==> src/rtl/axis_video_frame_aligner.sv <==
// -----------------------------------------------------------------------------
// axis_video_frame_aligner
//
// Conditions a raw AXI4-Stream video source into frames of exactly
// WIDTH x HEIGHT pixels. Output tuser marks pixel (0,0) only, and output tlast
// marks x == WIDTH-1 only. Short lines are padded with PAD_VALUE, long lines
// are truncated, and beats arriving before a start-of-frame are dropped.
//
// Optional feature macro: AXIS_ALIGN_STATS_EN
//   When defined, adds frame_count (completed frames) and err_count
//   (saturating count of err_* pulses).
//
// Ports
//   clk, rst_n                 single clock, asynchronous active-low reset
//   s_axis_t{data,valid,last,user}, s_axis_tready   raw video input
//   m_axis_t{data,valid,last,user}, m_axis_tready   aligned video output
//                                                   (single output register)
//   err_sof_early   pulse: tuser accepted mid-frame
//   err_eol_early   pulse: tlast accepted before x == WIDTH-1
//   err_eol_late    pulse: x == WIDTH-1 accepted without tlast
//   frame_count, err_count   (AXIS_ALIGN_STATS_EN only)
// -----------------------------------------------------------------------------
module axis_video_frame_aligner #(
    parameter int unsigned            WIDTH       = 1920,
    parameter int unsigned            HEIGHT      = 1080,
    parameter int unsigned            DATA_WIDTH  = 24,
    parameter int unsigned            COORD_WIDTH = 16,
    parameter logic [DATA_WIDTH-1:0]  PAD_VALUE   = '0
) (
    input  logic                  clk,
    input  logic                  rst_n,
    input  logic [DATA_WIDTH-1:0] s_axis_tdata,
    input  logic                  s_axis_tvalid,
    input  logic                  s_axis_tlast,
    input  logic                  s_axis_tuser,
    output logic                  s_axis_tready,
    output logic [DATA_WIDTH-1:0] m_axis_tdata,
    output logic                  m_axis_tvalid,
    output logic                  m_axis_tlast,
    output logic                  m_axis_tuser,
    input  logic                  m_axis_tready,
    output logic                  err_sof_early,
    output logic                  err_eol_early,
`ifdef AXIS_ALIGN_STATS_EN
    output logic                  err_eol_late,
    output logic [31:0]           frame_count,
    output logic [15:0]           err_count
`else
    output logic                  err_eol_late
`endif
);

    typedef enum logic [1:0] {
        ST_WAIT_SOF,
        ST_PASS,
        ST_PAD,
        ST_DISCARD
    } state_t;

    localparam logic [COORD_WIDTH-1:0] X_LAST = COORD_WIDTH'(WIDTH - 1);
    localparam logic [COORD_WIDTH-1:0] Y_LAST = COORD_WIDTH'(HEIGHT - 1);

    state_t                  state_q, state_d;
    logic [COORD_WIDTH-1:0]  x_q, x_d;
    logic [COORD_WIDTH-1:0]  y_q, y_d;
    logic [DATA_WIDTH-1:0]   m_tdata_q, m_tdata_d;
    logic                    m_tvalid_q, m_tvalid_d;
    logic                    m_tlast_q, m_tlast_d;
    logic                    m_tuser_q, m_tuser_d;
    logic                    err_sof_q, err_sof_d;
    logic                    err_early_q, err_early_d;
    logic                    err_late_q, err_late_d;

    logic                    load_en;
    logic                    s_tready_c;
    logic                    take;
    logic                    frame_done;
    logic [COORD_WIDTH-1:0]  xe;
    logic [COORD_WIDTH-1:0]  ye;

    assign load_en = !m_tvalid_q || m_axis_tready;

    always_comb begin
        state_d     = state_q;
        x_d         = x_q;
        y_d         = y_q;
        m_tdata_d   = m_tdata_q;
        m_tvalid_d  = m_tvalid_q;
        m_tlast_d   = m_tlast_q;
        m_tuser_d   = m_tuser_q;
        err_sof_d   = 1'b0;
        err_early_d = 1'b0;
        err_late_d  = 1'b0;
        s_tready_c  = 1'b0;
        take        = 1'b0;
        frame_done  = 1'b0;
        xe          = x_q;
        ye          = y_q;

        // Register drains whenever it can load; a new beat below re-fills it.
        if (load_en) begin
            m_tvalid_d = 1'b0;
        end

        case (state_q)
            ST_WAIT_SOF: begin
                s_tready_c = load_en;
                if (s_axis_tvalid && load_en && s_axis_tuser) begin
                    take = 1'b1;
                    xe   = '0;
                    ye   = '0;
                end
            end
            ST_PASS: begin
                s_tready_c = load_en;
                if (s_axis_tvalid && load_en) begin
                    take = 1'b1;
                    if (s_axis_tuser && (x_q != '0 || y_q != '0)) begin
                        err_sof_d = 1'b1;
                        xe        = '0;
                        ye        = '0;
                    end
                end
            end
            ST_DISCARD: begin
                // Garbage is swallowed freely, but an SOF beat must be emitted,
                // so it is only accepted when the output register can take it.
                s_tready_c = !s_axis_tuser || load_en;
                if (s_axis_tvalid && s_axis_tuser && load_en) begin
                    take      = 1'b1;
                    err_sof_d = 1'b1;
                    xe        = '0;
                    ye        = '0;
                end else if (s_axis_tvalid && !s_axis_tuser && s_axis_tlast) begin
                    // y wraps to 0 only when the truncated line closed the frame
                    state_d = (y_q == '0) ? ST_WAIT_SOF : ST_PASS;
                end
            end
            ST_PAD: begin
                s_tready_c = 1'b0;
                if (load_en) begin
                    m_tvalid_d = 1'b1;
                    m_tdata_d  = PAD_VALUE;
                    m_tuser_d  = 1'b0;
                    m_tlast_d  = (x_q == X_LAST);
                    if (x_q == X_LAST) begin
                        x_d = '0;
                        if (y_q == Y_LAST) begin
                            y_d        = '0;
                            frame_done = 1'b1;
                            state_d    = ST_WAIT_SOF;
                        end else begin
                            y_d     = y_q + COORD_WIDTH'(1);
                            state_d = ST_PASS;
                        end
                    end else begin
                        x_d = x_q + COORD_WIDTH'(1);
                    end
                end
            end
            default: begin
                state_d = ST_WAIT_SOF;
            end
        endcase

        // Common path for every input beat that is forwarded, at position (xe,ye).
        if (take) begin
            m_tvalid_d = 1'b1;
            m_tdata_d  = s_axis_tdata;
            m_tuser_d  = (xe == '0) && (ye == '0);
            m_tlast_d  = (xe == X_LAST);
            if (xe == X_LAST) begin
                x_d        = '0;
                err_late_d = !s_axis_tlast;
                if (ye == Y_LAST) begin
                    y_d        = '0;
                    frame_done = 1'b1;
                    state_d    = s_axis_tlast ? ST_WAIT_SOF : ST_DISCARD;
                end else begin
                    y_d     = ye + COORD_WIDTH'(1);
                    state_d = s_axis_tlast ? ST_PASS : ST_DISCARD;
                end
            end else begin
                x_d = xe + COORD_WIDTH'(1);
                y_d = ye;
                if (s_axis_tlast) begin
                    err_early_d = 1'b1;
                    state_d     = ST_PAD;
                end else begin
                    state_d = ST_PASS;
                end
            end
        end
    end

    always_ff @(posedge clk or negedge rst_n) begin
        if (!rst_n) begin
            state_q     <= ST_WAIT_SOF;
            x_q         <= '0;
            y_q         <= '0;
            m_tdata_q   <= '0;
            m_tvalid_q  <= 1'b0;
            m_tlast_q   <= 1'b0;
            m_tuser_q   <= 1'b0;
            err_sof_q   <= 1'b0;
            err_early_q <= 1'b0;
            err_late_q  <= 1'b0;
        end else begin
            state_q     <= state_d;
            x_q         <= x_d;
            y_q         <= y_d;
            m_tdata_q   <= m_tdata_d;
            m_tvalid_q  <= m_tvalid_d;
            m_tlast_q   <= m_tlast_d;
            m_tuser_q   <= m_tuser_d;
            err_sof_q   <= err_sof_d;
            err_early_q <= err_early_d;
            err_late_q  <= err_late_d;
        end
    end

    // Held low in reset so every output reads 0 while rst_n is asserted.
    assign s_axis_tready = rst_n && s_tready_c;
    assign m_axis_tdata  = m_tdata_q;
    assign m_axis_tvalid = m_tvalid_q;
    assign m_axis_tlast  = m_tlast_q;
    assign m_axis_tuser  = m_tuser_q;
    assign err_sof_early = err_sof_q;
    assign err_eol_early = err_early_q;
    assign err_eol_late  = err_late_q;

`ifdef AXIS_ALIGN_STATS_EN
    logic [31:0] frame_count_q, frame_count_d;
    logic [15:0] err_count_q, err_count_d;

    always_comb begin
        frame_count_d = frame_count_q;
        err_count_d   = err_count_q;
        if (frame_done) begin
            frame_count_d = frame_count_q + 32'd1;
        end
        if ((err_sof_d || err_early_d || err_late_d) && (err_count_q != 16'hFFFF)) begin
            err_count_d = err_count_q + 16'd1;
        end
    end

    always_ff @(posedge clk or negedge rst_n) begin
        if (!rst_n) begin
            frame_count_q <= '0;
            err_count_q   <= '0;
        end else begin
            frame_count_q <= frame_count_d;
            err_count_q   <= err_count_d;
        end
    end

    assign frame_count = frame_count_q;
    assign err_count   = err_count_q;
`else
    logic unused_frame_done;
    assign unused_frame_done = frame_done;
`endif

endmodule

==> config.mk <==
export PLATFORM = sky130hd
export DESIGN_NAME = axis_video_frame_aligner
export DESIGN_NICKNAME = d
export VERILOG_FILES = /design/src/rtl/axis_video_frame_aligner.sv
export SDC_FILE = /design/constraint.sdc
export NUM_CORES = 1
export LEC_CHECK = 0
export ABC_AREA = 1
export CELL_PAD_IN_SITES_DETAIL_PLACEMENT = 1
export CELL_PAD_IN_SITES_GLOBAL_PLACEMENT = 2
export CORE_MARGIN = 3
export CORE_UTILIZATION = 32
export CTS_CLUSTER_DIAMETER = 30
export CTS_CLUSTER_SIZE = 12
export DETAILED_ROUTE_END_ITERATION = 10
export PLACE_DENSITY_LB_ADDON = 0.1
export SYNTH_ARGS = -nofsm -noshare
export SYNTH_HDL_FRONTEND = slang
export SYNTH_SLANG_ARGS = --single-unit
==> constraint.sdc <==
create_clock -name clk -period 3.52 [get_ports clk]
set_clock_uncertainty 0.1 [all_clocks]
set_input_delay 0.528 -clock clk [delete_from_list [all_inputs] [get_ports clk]]
set_output_delay 0.528 -clock clk [all_outputs]
set_load 0.02 [all_outputs]
### Word-level counts from Yosys, hierarchy flattened

Index checks and enable logic that the tools add are counted.

| storage, ports and cells | value |
|---|---|
| bits in registers | 64 |
| input port bits | 30 |
| output and inout bits | 31 |
| word-level logic and storage cells | 115 |

| cells by class | value |
|---|---|
| add/sub/neg operators | 4 |
| eq/ne operators | 11 |
| multiplexer cells | 61 |
| reductions and logical operators | 29 |

Operators with widths:

| cell | count |
|---|---|
| 16-bit two-way mux | 20 |
| 16-bit case mux with 3 select lines | 2 |
| 24-bit two-way mux | 3 |
| 16-bit by 1-bit adder with 16-bit output, second input constant | 4 |
| 16-bit by 11-bit equality test with 1-bit output, second input constant | 4 |
| 16-bit logical NOT | 3 |
| 16-bit nonzero test | 2 |
| 1-bit two-way mux | 22 |
| 2-bit two-way mux | 10 |
| 3-bit inequality test, second input constant | 4 |
| 1-bit logical AND | 9 |
| 1-bit case mux with 3 select lines | 2 |
| 2-bit nonzero test | 3 |
| 5-bit AND reduction | 1 |
| 2-bit equality test, second input constant | 2 |
| 2-bit case mux with 2 select lines | 1 |
| 1-bit logical NOT | 3 |
| 1-bit logical OR | 3 |
| 3-bit AND reduction | 1 |
| 3-bit nonzero test | 1 |
| 2-bit by 1-bit equality test with 1-bit output, second input constant | 1 |
| 2-bit logical NOT | 1 |
| 1-bit case mux with 2 select lines | 1 |
| 2-bit AND reduction | 1 |
| 2-bit OR reduction | 1 |

### Logic depth before layout (Yosys ltp)

| logic depth | value |
|---|---|
| word-level depth | 10 |
| gate-level depth with buffers | 21 |
| gate-level depth less buffers | 21 |

### Worst setup path before layout

Ideal clock, no wire load.

| path | value |
|---|---|
| kind | reg-to-reg |
| start | register y_q[0] |
| end | register y_q[5] |
| setup time | 121 ps |
| data arrival time | 2635 ps |
| required time | 3299 ps |
| path slack | 663 ps |
| cell stages (with the launch flop) | 21 |
| buffers on the path | 0 |
| clock period less this slack | 2857 ps |
| cell sequence | dfrtp_1 inv_1 ha_1 inv_1 nor2_1 nand2_1 nor2_2 nand3_2 nand2_4 inv_2 nor2_1 ha_1 inv_1 nor2_1 nand3_4 nor2_1 nand3b_1 nor2_1 nand2_1 nand3_1 a21boi_1 |

| between the ends | value |
|---|---|
| cells in the longest elaborated chain, start to end | 10 |
| elaborated cells on any way between the ends | 23 |
| classes of those cells | 2 x add/sub; 3 x eq/ne; 15 x mux; 3 x reduce/logical |

RTL lines:

| what | line | text |
|---|---|---|
| from (decl) | 65 | `logic [COORD_WIDTH-1:0] y_q, y_d;` |
| from (signal assigned) | 211 | `y_q <= y_d;` |
| 16-bit nonzero test | 118 | `if (s_axis_tuser && (x_q != '0 \|\| y_q != '0)) begin` |
| 1-bit logical OR | 118 |  |
| 1-bit logical AND | 118 |  |
| 16-bit two-way mux | 118 |  |
| 16-bit two-way mux | 116 | `if (s_axis_tvalid && load_en) begin` |
| 16-bit case mux with 3 select lines | 105 | `case (state_q)` |
| 16-bit by 1-bit adder with 16-bit output or 16-bit by 11-bit equality test with 1-bit output (tied branches) | 180, 175 |  |
| 16-bit two-way mux | 175 | `if (ye == Y_LAST) begin` |
| 16-bit two-way mux | 172 | `if (xe == X_LAST) begin` |
| 16-bit two-way mux * | 167 | `if (take) begin` |

Mark *: on every way between the ends. The rest lies on a longest branch, timed or not. The select of a mux whose other input is x is not followed.
A chain may end at the register's enable or synchronous reset.

### Worst setup path after layout

| path | value |
|---|---|
| start | register y_q[1] |
| end | register y_q[4] |

Same word-level chain as after synthesis.

==> run metrics <==
Setup violations, final 0; global route total overflow 0; pre-CTS WS 0.106 ns; Post-Syn Nets 683; Detailed Route WL 16800 um; Vias 4803; fin util 41.2%; # rows 43; initial antenna violation count 0; Antenna Nets Post-Route 0; Worst setup SP type register; Crit Path Max Fanout 13; Lkg Pwr 2.57 nW; share of layout cells above drive strength 1 13.6%; wire length per cell 18.8 um; clock latency on the worst-skew pair 0.35 ns; final critical-path required period 3.19 ns; I/O pin total 61; FILL cells 1764; CTS Root Cell clkbuf_16; Post-Syn Area 4630 um2; share of flip-flops with an asynchronous set or reset 100%; Initial DRC Count 294; post-DP HPWL 12300 um; status finished, final reports clean; max layer used met4; M1 WL 8130 um; fin crit share 90.7%; Final Hold Viols 0; CTS H-tree depth 3; Core Region 14000 um2; Worst Max-Slew Pin Slew 0.883 ns; Req. time, crit path 3.62 ns; IO Port Bufs 60; pin count of the biggest net entering global routing 65; number of synthesized flops with an enable pin 0; first-pass GRT wire length 27900 um; drt first pass iters 4; Total GRT Usage 21.9%; Tightest Hold Check Type in2async; f_max 313 MHz; synth-to-layout area growth 24.9%; CP Launch Point y_q[1]; Setup CP Type reg2reg; GP Congestion 0.856; vias in the first global route 5144; Rel. slew slack 41.1%; Syn Inst Count 642; Seq cells post-synth 64; initial cell density of the core 33.0%; Mapped Avg Cell Area 7.21 um2; CTS tree done; Clock Sink Count 64; met3 wire length 667 um; CP endpoint kind register; Final Power 0.00524 W; clock transition at the registers of the reported paths 0.06 ns; Worst Path Arrival 3.29 ns; Worst Slack Setup Final 0.327 ns; Max Cap Violations 0; DRC 0; Max IR drop VDD 0.369 mV; Die ar. 15900 um2; routed wl met2 7740 um; register area share after synthesis 34.6%; Main synth FF type dfrtp_1; Vias/cell 5.38; Num CTS Buffers 9; Die Y 126 um; Die Width 126 um; Max Slew Vio Count 0; total negative slack 0 ns; Warnings, synthesis 0; nets 749; CTS Buffer Depth 2; Synth cell types 42; antenna cells 0; RR Startpoint y_q[1]; Power per Cell Area 906 nW/um2
-- path summary, 6_finish.rpt --
path                       cells after the start  slack, ns                to
setup / recovery                              18       0.33            y_q[4]
hold reg to reg                                2       0.40      m_axis_tuser
min in group clk                               2       0.40      m_axis_tuser
hold / removal                                 2       0.31      err_eol_late
setup reg to reg                              18       0.33            y_q[4]
max in group asynchronous                      2       2.41  m_axis_tdata[16]
-- registers in the layout, summed over array words and instances, names as in the netlist --
signal / flops
err_eol_early: 1
err_eol_late: 1
err_sof_early: 1
m_axis_tdata: 24
m_axis_tlast: 1
m_axis_tuser: 1
m_axis_tvalid: 1
state_q: 2
x_q: 16
y_q: 16
-- cell families (layout without fill, tap and decap cells) --
family	count (synthesis)	count (layout)	synth area share (%)
AO/OA/AOI/OAI	146	146	20.5
XOR/XNOR	9	9	1.70
adder cells (fa/ha/maj)	11	11	2.97
buffers and inverters	113	184	10.2
flip-flops	64	64	34.6
AND/OR/NAND/NOR	299	299	29.9
-- synthesized netlist by cell type, types with 2 or more instances --
library cell,instances,area share [%]
a21boi_1,6,0.97
a21oi_1,14,1.5
a221oi_1,2,0.38
a22o_1,24,4.5
a22oi_1,10,1.6
a31oi_1,14,1.9
buf_2,11,1.2
buf_6,4,0.97
clkbuf_1,7,0.57
dfrtp_1,64,35
ha_1,11,3.0
inv_1,66,5.4
inv_2,22,1.8
nand2_1,126,10
nand2_2,5,0.68
nand2_4,4,0.97
nand3_1,56,6.1
nand3_2,2,0.43
nand3_4,2,0.76
nand3b_1,2,0.32
nand4_1,13,1.8
nor2_1,67,5.4
nor2_2,7,0.95
nor2_4,5,1.2
nor3_1,7,0.76
nor4_1,3,0.41
o211ai_1,5,0.81
o21ai_0,43,4.6
o21ai_1,5,0.54
o21ai_2,4,0.76
o22ai_1,12,1.6
o41ai_1,2,0.38
xor2_1,8,1.5
-- what timing repair did --
action,4_1_cts,5_1_grt
endpoints found under the setup margin,0,21
setup buffers,0,1
hold buffers,0,0
hold endpoints to repair,0,0
gates resized for setup,0,12
-- critical path, cell delays in order (launching register included) --
cell and delay, ns:
dfrtp_1 0.46, inv_2 0.13, ha_1 0.16, inv_1 0.04, nor2_1 0.09, nand2_1 0.09
nor2_4 0.15, nand3_2 0.12, nand2_4 0.09, inv_2 0.10, nor2_1 0.19, ha_1 0.22
nand3_1 0.09, nor3_1 0.21, nand3_1 0.17, nand2_1 0.15, nand2_2 0.23, nand3_1 0.17
a22oi_1 0.07
-- final cells by class --
cell class / count / area [um2] / share of cell area, %
multi-input combinational: 465 / 2580 / 44.5
sequential: 64 / 1600 / 27.7
timing repair buffer: 78 / 731 / 12.6
inverter: 90 / 343 / 5.93
clock buffer: 10 / 239 / 4.13
tap: 180 / 225 / 3.89
clock inverter: 6 / 67.6 / 1.17
-- per-stage QoR --
stage               hold WS (ns)  instance area, um2  cells
global route               0.397                5780    893
finish                     0.308                5780    893
global placement           0.377                5440    876
floorplan                  0.132                4630    642
CTS                        0.363                5750    892
detailed placement         0.381                5440    876
-- routing by layer --
metal / up-vias / global-route usage, %
met1: 2396 / 29.8
li1: 2298 / -
met5: - / 0
met4: 0 / 5.62
met2: 88 / 35.1
met3: 21 / 5.17
-- cell usage in the layout, fill, tap and decap left out, types with 11 or more instances in the layout --
cell | synthesis | routed
a21oi_1 | 14 | 14
a22o_1 | 24 | 24
a31oi_1 | 14 | 14
buf_4 | 1 | 18
clkdlybuf4s50_1 | 0 | 59
dfrtp_1 | 64 | 63
ha_1 | 11 | 11
inv_1 | 66 | 63
inv_2 | 22 | 24
nand2_1 | 126 | 126
nand3_1 | 56 | 56
nand4_1 | 13 | 13
nor2_1 | 67 | 62
o21ai_0 | 43 | 43
o22ai_1 | 12 | 12
-- where the power goes --
part           switching [W]  internal, W  leakage (nW)
sequential          0.000318      0.00105         0.761
clock               0.000365     0.000570         0.145
combinational        0.00188      0.00106          1.66
total                0.00256      0.00268          2.57
Power figures use the tool's default switching activity.
